**src/rtl/io_output_buffer.sv**
```systemverilog
// Character output buffer: absorbs core write bursts in a FIFO and drains them to the
// sink as single-cycle out_write pulses spaced at least PACE clocks apart.

`ifndef WORD_SIZE
`define WORD_SIZE 16
`endif

module io_output_buffer #(
  parameter int unsigned WIDTH = `WORD_SIZE,
  parameter int unsigned DEPTH = 8,
  parameter int unsigned PACE  = 4
) (
  input  logic                       clk,
  input  logic                       areset,
  input  logic                       cpu_write,
  input  logic [WIDTH-1:0]           cpu_data,
  output logic                       cpu_ready,
  output logic                       out_write,
  output logic [WIDTH-1:0]           io_out,
  output logic [$clog2(DEPTH):0]     fifo_count,
  output logic                       overflow
);

  localparam int unsigned AW = $clog2(DEPTH);
  localparam int unsigned CW = AW + 1;
  localparam int unsigned PW = $clog2(PACE) + 1;

  logic [WIDTH-1:0] mem_q [DEPTH];
  logic [AW-1:0]    wptr_q, wptr_d;
  logic [AW-1:0]    rptr_q, rptr_d;
  logic [CW-1:0]    count_q, count_d;
  logic [PW-1:0]    pace_q, pace_d;
  logic             out_write_q, out_write_d;
  logic [WIDTH-1:0] io_out_q, io_out_d;
  logic             overflow_q, overflow_d;
  logic             push, pop;

  assign cpu_ready = (count_q < CW'(DEPTH));
  // Both decisions use pre-edge state, so a fresh push into an empty FIFO is never popped
  // on the same edge and a same-edge pop never frees room for a write.
  assign push = cpu_write & cpu_ready;
  assign pop  = (count_q != '0) && (pace_q == '0);

  always_comb begin
    wptr_d      = wptr_q;
    rptr_d      = rptr_q;
    count_d     = count_q + CW'(push) - CW'(pop);
    pace_d      = pace_q;
    out_write_d = 1'b0;
    io_out_d    = io_out_q;
    overflow_d  = overflow_q | (cpu_write & ~cpu_ready);

    if (push) begin
      wptr_d = wptr_q + AW'(1);
    end

    if (pop) begin
      rptr_d      = rptr_q + AW'(1);
      out_write_d = 1'b1;
      io_out_d    = mem_q[rptr_q];
      pace_d      = PW'(PACE - 1);
    end else if (pace_q != '0) begin
      pace_d = pace_q - PW'(1);
    end
  end

  always_ff @(posedge clk or negedge areset) begin
    if (!areset) begin
      wptr_q      <= '0;
      rptr_q      <= '0;
      count_q     <= '0;
      pace_q      <= '0;
      out_write_q <= 1'b0;
      io_out_q    <= '0;
      overflow_q  <= 1'b0;
    end else begin
      wptr_q      <= wptr_d;
      rptr_q      <= rptr_d;
      count_q     <= count_d;
      pace_q      <= pace_d;
      out_write_q <= out_write_d;
      io_out_q    <= io_out_d;
      overflow_q  <= overflow_d;
    end
  end

  // Storage needs no reset: the count and pointers define which entries are live.
  always_ff @(posedge clk) begin
    if (push) begin
      mem_q[wptr_q] <= cpu_data;
    end
  end

  assign out_write  = out_write_q;
  assign io_out     = io_out_q;
  assign fifo_count = count_q;
  assign overflow   = overflow_q;

endmodule

```
**config.mk**
```make
export PLATFORM = sky130hd
export DESIGN_NAME = io_output_buffer
export DESIGN_NICKNAME = d
export VERILOG_FILES = /design/src/rtl/io_output_buffer.sv
export SDC_FILE = /design/constraint.sdc
export NUM_CORES = 1
export LEC_CHECK = 0
export BUFFER_PORTS_ARGS = -buffer_cell sky130_fd_sc_hd__buf_2
export CAP_MARGIN = 25
export CORE_MARGIN = 2
export CORE_UTILIZATION = 45
export DETAILED_ROUTE_END_ITERATION = 7
export PLACE_DENSITY = 0.72
export SLEW_MARGIN = 20
export SYNTH_ARGS = -nofsm -noshare
export SYNTH_HDL_FRONTEND = slang
export SYNTH_SLANG_ARGS = --single-unit
```
**constraint.sdc**
```tcl
create_clock -name clk -period 6.55 [get_ports clk]
set_input_delay 0 -clock clk [delete_from_list [all_inputs] [get_ports clk]]
set_output_delay 0 -clock clk [all_outputs]
set_load 0.05 [all_outputs]
```
Word-level counts from Yosys, hierarchy flattened
Memory sizes are Yosys's and may differ from the RTL's. A register that Yosys moved wholly into a read port is not among the register bits.
Cells that the tools add are included.
{"block": "totals", "wordCells": 28, "register_bits": 15, "ramBits": 128, "out_inout_bits": 23, "input_bits": 19, "n_memories": 1}
{"name": "mem_q", "words": 8, "word_bits": 16, "rd": 1, "rd_clocked_by_memory_dff": 1, "write_ports": 1, "line": "28", "rtl": "logic [WIDTH-1:0] mem_q [DEPTH];"}
{"block": "classes", "addsub": 5, "magnitude_cmp": 1, "reduce_logical": 6, "muxes": 5, "bitwise_logic": 4}
{"operator": "$add 3x1->3 const B", "count": 2}
{"operator": "$mux 3", "count": 2}
{"operator": "$add 4x1->4", "count": 1}
{"operator": "$lt 4x4->1 const B", "count": 1}
{"operator": "$reduce_bool 4->1", "count": 1}
{"operator": "$sub 4x1->4", "count": 1}
{"operator": "$logic_not 3->1", "count": 1}
{"operator": "$mux 1", "count": 3}
{"operator": "$reduce_bool 3->1", "count": 1}
{"operator": "$sub 3x1->3 const B", "count": 1}
{"operator": "$and 1x1->1", "count": 2}
{"operator": "$reduce_bool 2->1", "count": 1}
{"operator": "$logic_and 1x1->1", "count": 1}
{"operator": "$logic_not 1->1", "count": 1}
{"operator": "$not 1->1", "count": 1}
{"operator": "$or 1x1->1", "count": 1}

Longest topological paths before layout
{"block": "logic_depth", "word_depth": 4, "ltp_mapped": 10, "ltp_nobuf": 9}

Least setup slack after synthesis
Ideal clock, no wire load.
{"block": "synth_timing", "path_kind": "reg2reg", "startpoint": "reg count_q[3], in the netlist fifo_count[3]", "endpoint": "reg count_q[3], in the netlist fifo_count[3]", "path_slack_ns": 3.761, "setup_ns": 0.079, "required_ns": 6.471, "stages_incl_launch_ff": 10, "t_arrival_ns": 2.710, "synth_period_minus_slack_ns": 2.789, "path_buffers": 1, "path_cell_list": "dfrtp_1 inv_1 ha_1 nor3b_2 buf_2 or3_1 ha_1 a21o_1 a21oi_1 xor2_1"}
{"block": "synth_between", "elab_chain_len": 4, "elab_cells_between_ends": 6, "classes_between": "add/sub (2); order compare (1); bitwise (1); reduce/logical (2)"}
{"element": "from (decl)", "line": "31", "rtl": "logic [CW-1:0] count_q, count_d;"}
{"element": "from (signal assigned)", "line": "79", "rtl": "count_q <= count_d;"}
{"element": "$lt 4x4->1", "line": "38", "rtl": "assign cpu_ready = (count_q < CW'(DEPTH));"}
{"element": "net cpu_ready", "line": "17", "rtl": "output logic cpu_ready,"}
{"element": "$and 1x1->1", "line": "41", "rtl": "assign push = cpu_write & cpu_ready;"}
{"element": "$add 4x1->4", "line": "47", "rtl": "count_d = count_q + CW'(push) - CW'(pop);"}
{"element": "$sub 4x1->4", "line": "47"}
{"element": "net count_d[3]", "line": "31"}
The timed path passes the listed nets, and every way through them passes these cells.
A chain may end at the register's enable or synchronous reset.

Worst setup path in the final report
{"block": "layout_timing", "startpoint": "reg count_q[3], in the netlist fifo_count[3]", "endpoint": "reg count_q[2], in the netlist fifo_count[2]"}
{"block": "layout_between", "elab_chain_len": 4, "elab_cells_between_ends": 6, "classes_between": "add/sub (2); order compare (1); bitwise (1); reduce/logical (2)"}
{"element": "$lt 4x4->1", "line": "38"}
{"element": "$and 1x1->1", "line": "41"}
{"element": "$add 4x1->4", "line": "47"}
{"element": "$sub 4x1->4 *", "line": "47"}
{"element": "net count_d[2]", "line": "31"}
The timed path passes the listed nets; every way through them passes the cells marked *.

==> summary.md <==
| Metric | Value |
|---|---|
| Status | `finished clean` |
| Period utilization | `around 40%` |
| Clock latency on the worst-skew pair | `0.42 ns` |
| DR vias/cell | `5.47` |
| Area contributors post-synth | `edfxtp_1 (60%), dfrtp_1 (12%), mux2i_1 (5.2%), mux2_2 (3.2%), o31ai_2 (3.1%)` |
| GPL Wtd Cong | `0.697` |
| CTS Buf Count | `17` |
| Core area | `0.0139 mm^2` |
| Tmin final | `about 2.6 ns` |
| CP arrival | `2.92 ns` |
| 1st-pass router iterations | `5` |
| Max Cap Violations | `0` |
| Nets | `461` |
| DRT antenna net count | `0` |
| Cell Pwr Density | `474 mW/mm^2` |
| Hold_buf cts | `18` |
| Die height | `123 um` |
| Share of the yosys chip area belonging to registers | `72.4%` |
| Syn Area/Cell | `17.6 um^2` |
| Root buffer cell | `clkbuf_16` |
| CP endpoint kind | `flop` |
| Clock tree sinks | `159` |
| Clock tree buffer depth | `2` |
| Min-Delay Path Class | `in2async` |
| CP max stage cell | `nor3b_4` |
| Die width | `between 100 and 150 um` |
| Resize count post-CTS | `0` |
| Final wirelength | `12,500 um` |
| Final Skew | `0.0106 ns` |
| Pwr Total | `3.59 mW` |
| Unrepaired setup endpoints after global routing | `no` |
| F_max | `383 MHz` |
| WS Path Type | `reg2reg` |
| Worst Max-Slew Pin Slew | `1.04 ns` |
| CTS tree | `yes` |
| Die Area | `about 0.015 mm^2` |
| Routed len/inst | `19.9 um` |
| Initial core utilization | `46.0%` |
| Crit start category | `flop` |
| Async set-reset flop share out of synthesis | `19.5%` |
| Setup Viol. Count Final | `0` |
| Most common cell on crit path | `ha_1` |
| Synthesized flop and latch total | `159` |
| Synthesized area | `0.00638 mm^2` |
| Post-route DRC | `0` |
| Ant diodes | `0` |
| Slew headroom | `30.7%` |
| Post-synth net total | `391` |
| Vias | `3,422` |
| Synth area leader | `edfxtp_1` |
| Main synth FF type | `edfxtp_1` |
| Clock-pin transition on the worst setup and hold timing paths | `roughly 0.060 ns` |
| DP Wirelength | `between 6000 and 7000 um` |
| Most common cell in the netlist | `edfxtp_1` |
| Synth top cells by count | `edfxtp_1 (128), mux2i_1 (33), dfrtp_1 (31)` |
| Delay-heaviest family, CP | `simple AND/OR/NAND/NOR gates` |
| Largest net degree at the start of global routing | `67` |
| Htree depth | `4` |
| Setup Fix Bufs, Post-CTS | `0` |
| Fin. max-slew vios | `0` |
| WP data required | `6.85 ns` |
| Iter 0 DRT Violations | `between 200 and 300` |
| Post-synthesis cell count | `363` |
| Highest ir drop seen on vdd | `0.202 mV` |
| CP bufs+invs | `1` |
| Synth warnings | `0` |
| Top-area cell type share of the netlist area | `60.2%` |
| Number of synthesized flops with an enable pin | `128` |
| Number of global-route vias before repair | `3,509` |
| Ratio of cells with drive above 1 in the final layout | `~28%` |
| CP Cell Sequence | `inv_1 > ha_1 > nor3b_4 > nand2b_1 > xnor2_1 > ha_1 > fa_1 > xor2_1` |
| Synth-to-Final Area Change | `18.7%` |
| Setup_tns | `0 ns` |
| Grt total ovfl | `0` |
| Leakage | `approximately 2.8 nW` |
| First-pass GRT wire length | `19,000 um` |
| Number of cell rows | `43` |
| Largest stage delay on the critical path | `0.74 ns` |
| Synth unique cells | `33` |
| I/O pins | `42` |
| CP Max Fanout | `21` |
| Antenna violations before repair | `0` |
| Total GRT Usage | `about 18%` |
| Final hold vios | `0` |
| Port buffer count | `41` |
## flip-flops by register name, indices dropped and copies added (netlist names)
signal	count
wptr_q	3
overflow	1
mem_q	128
out_write	1
io_out	16
fifo_count	4
pace_q	3
rptr_q	3
## per-stage QoR
| stage | cells | hold slack, ns | cell area [um^2] | worst slack (ns) | util (%) |
|---|---|---|---|---|---|
| 6_report | 626 | 0.179 | 7580 | 3.94 | 54.6 |
| 5_1_grt | 626 | 0.273 | 7580 | 3.80 | 54.6 |
| 2_1_floorplan | 363 | -0.296 | 6380 | 3.76 | - |
| 3_5_place_dp | 576 | 0.108 | 6760 | 3.98 | 48.7 |
| 3_3_place_gp | 576 | 0.0999 | 6760 | 3.76 | 48.7 |
| 4_1_cts | 626 | 0.212 | 7580 | 3.94 | 54.6 |
## logic make-up after synthesis
| family | count (synthesis) | share of synthesized area [%] |
|---|---|---|
| buf+inv | 27 | 2.86 |
| mux | 68 | 11.3 |
| fa+ha+maj | 9 | 1.88 |
| xor+xnor | 7 | 0.960 |
| flops | 159 | 72.4 |
| simple gates | 25 | 2.04 |
| compound gates | 68 | 8.55 |
## area by class of cell
class,count,area (um^2)
fillers,1119,6300
flip-flops and latches,159,4620
multi-input cells,177,1600
clock buffers,23,542
repair buffers,70,468
well taps,180,225
clock inverters,9,92.6
inverters,8,30.0
## final timing paths
kind	cells after the start	startpoint	slack (ns)	endpoint
setup / recovery	8	fifo_count[3]$_DFF_PN0_	3.94	fifo_count[2]$_DFF_PN0_
hold / removal	2	areset	0.18	out_write$_DFF_PN0_
setup reg to reg	8	fifo_count[3]$_DFF_PN0_	3.94	fifo_count[2]$_DFF_PN0_
hold reg to reg	1	overflow$_DFF_PN0_	0.47	overflow$_DFF_PN0_
max in group asynchronous	2	areset	5.86	rptr_q[0]$_DFFE_PN0P_
min in group clk	3	cpu_write	0.34	overflow$_DFF_PN0_
## per-layer routing
layer	share of wire [%]	vias to the layer above	wire, um	global-route usage (%)
li1	-	1546	-	-
met1	42	1734	5270	22.5
met2	50	119	6230	28.6
met3	5.4	23	679	3.83
met4	2.3	0	281	10.0
met5	0	-	0	0
## cells in the final DEF (no fill, tap or decap), types with 2 or more instances in the layout
cell type and instances:
clkinv_2 2, ha_1 8, a22o_1 16, xor2_1 3
nand2_1 5, inv_2 2, dfrtp_1 30, clkbuf_16 20
buf_4 11, o31ai_2 16, nor3_2 2, clkinv_4 5
o22ai_1 16, mux2_2 18, nor2_1 7, inv_1 6
o21ai_0 16, buf_2 41, mux2i_1 33, a21o_1 2
clkbuf_8 3, nand2b_1 5, xnor2_1 4, dlygate4sd3_1 18
mux2_1 17, edfxtp_1 128
## report_power, final
group	total, mW	switching [mW]	internal, mW
combinational	1.21	0.790	0.419
clock	1.01	0.382	0.625
sequential	1.38	0.0950	1.28
total	3.59	1.27	2.33
Power figures use the tool's default switching activity.
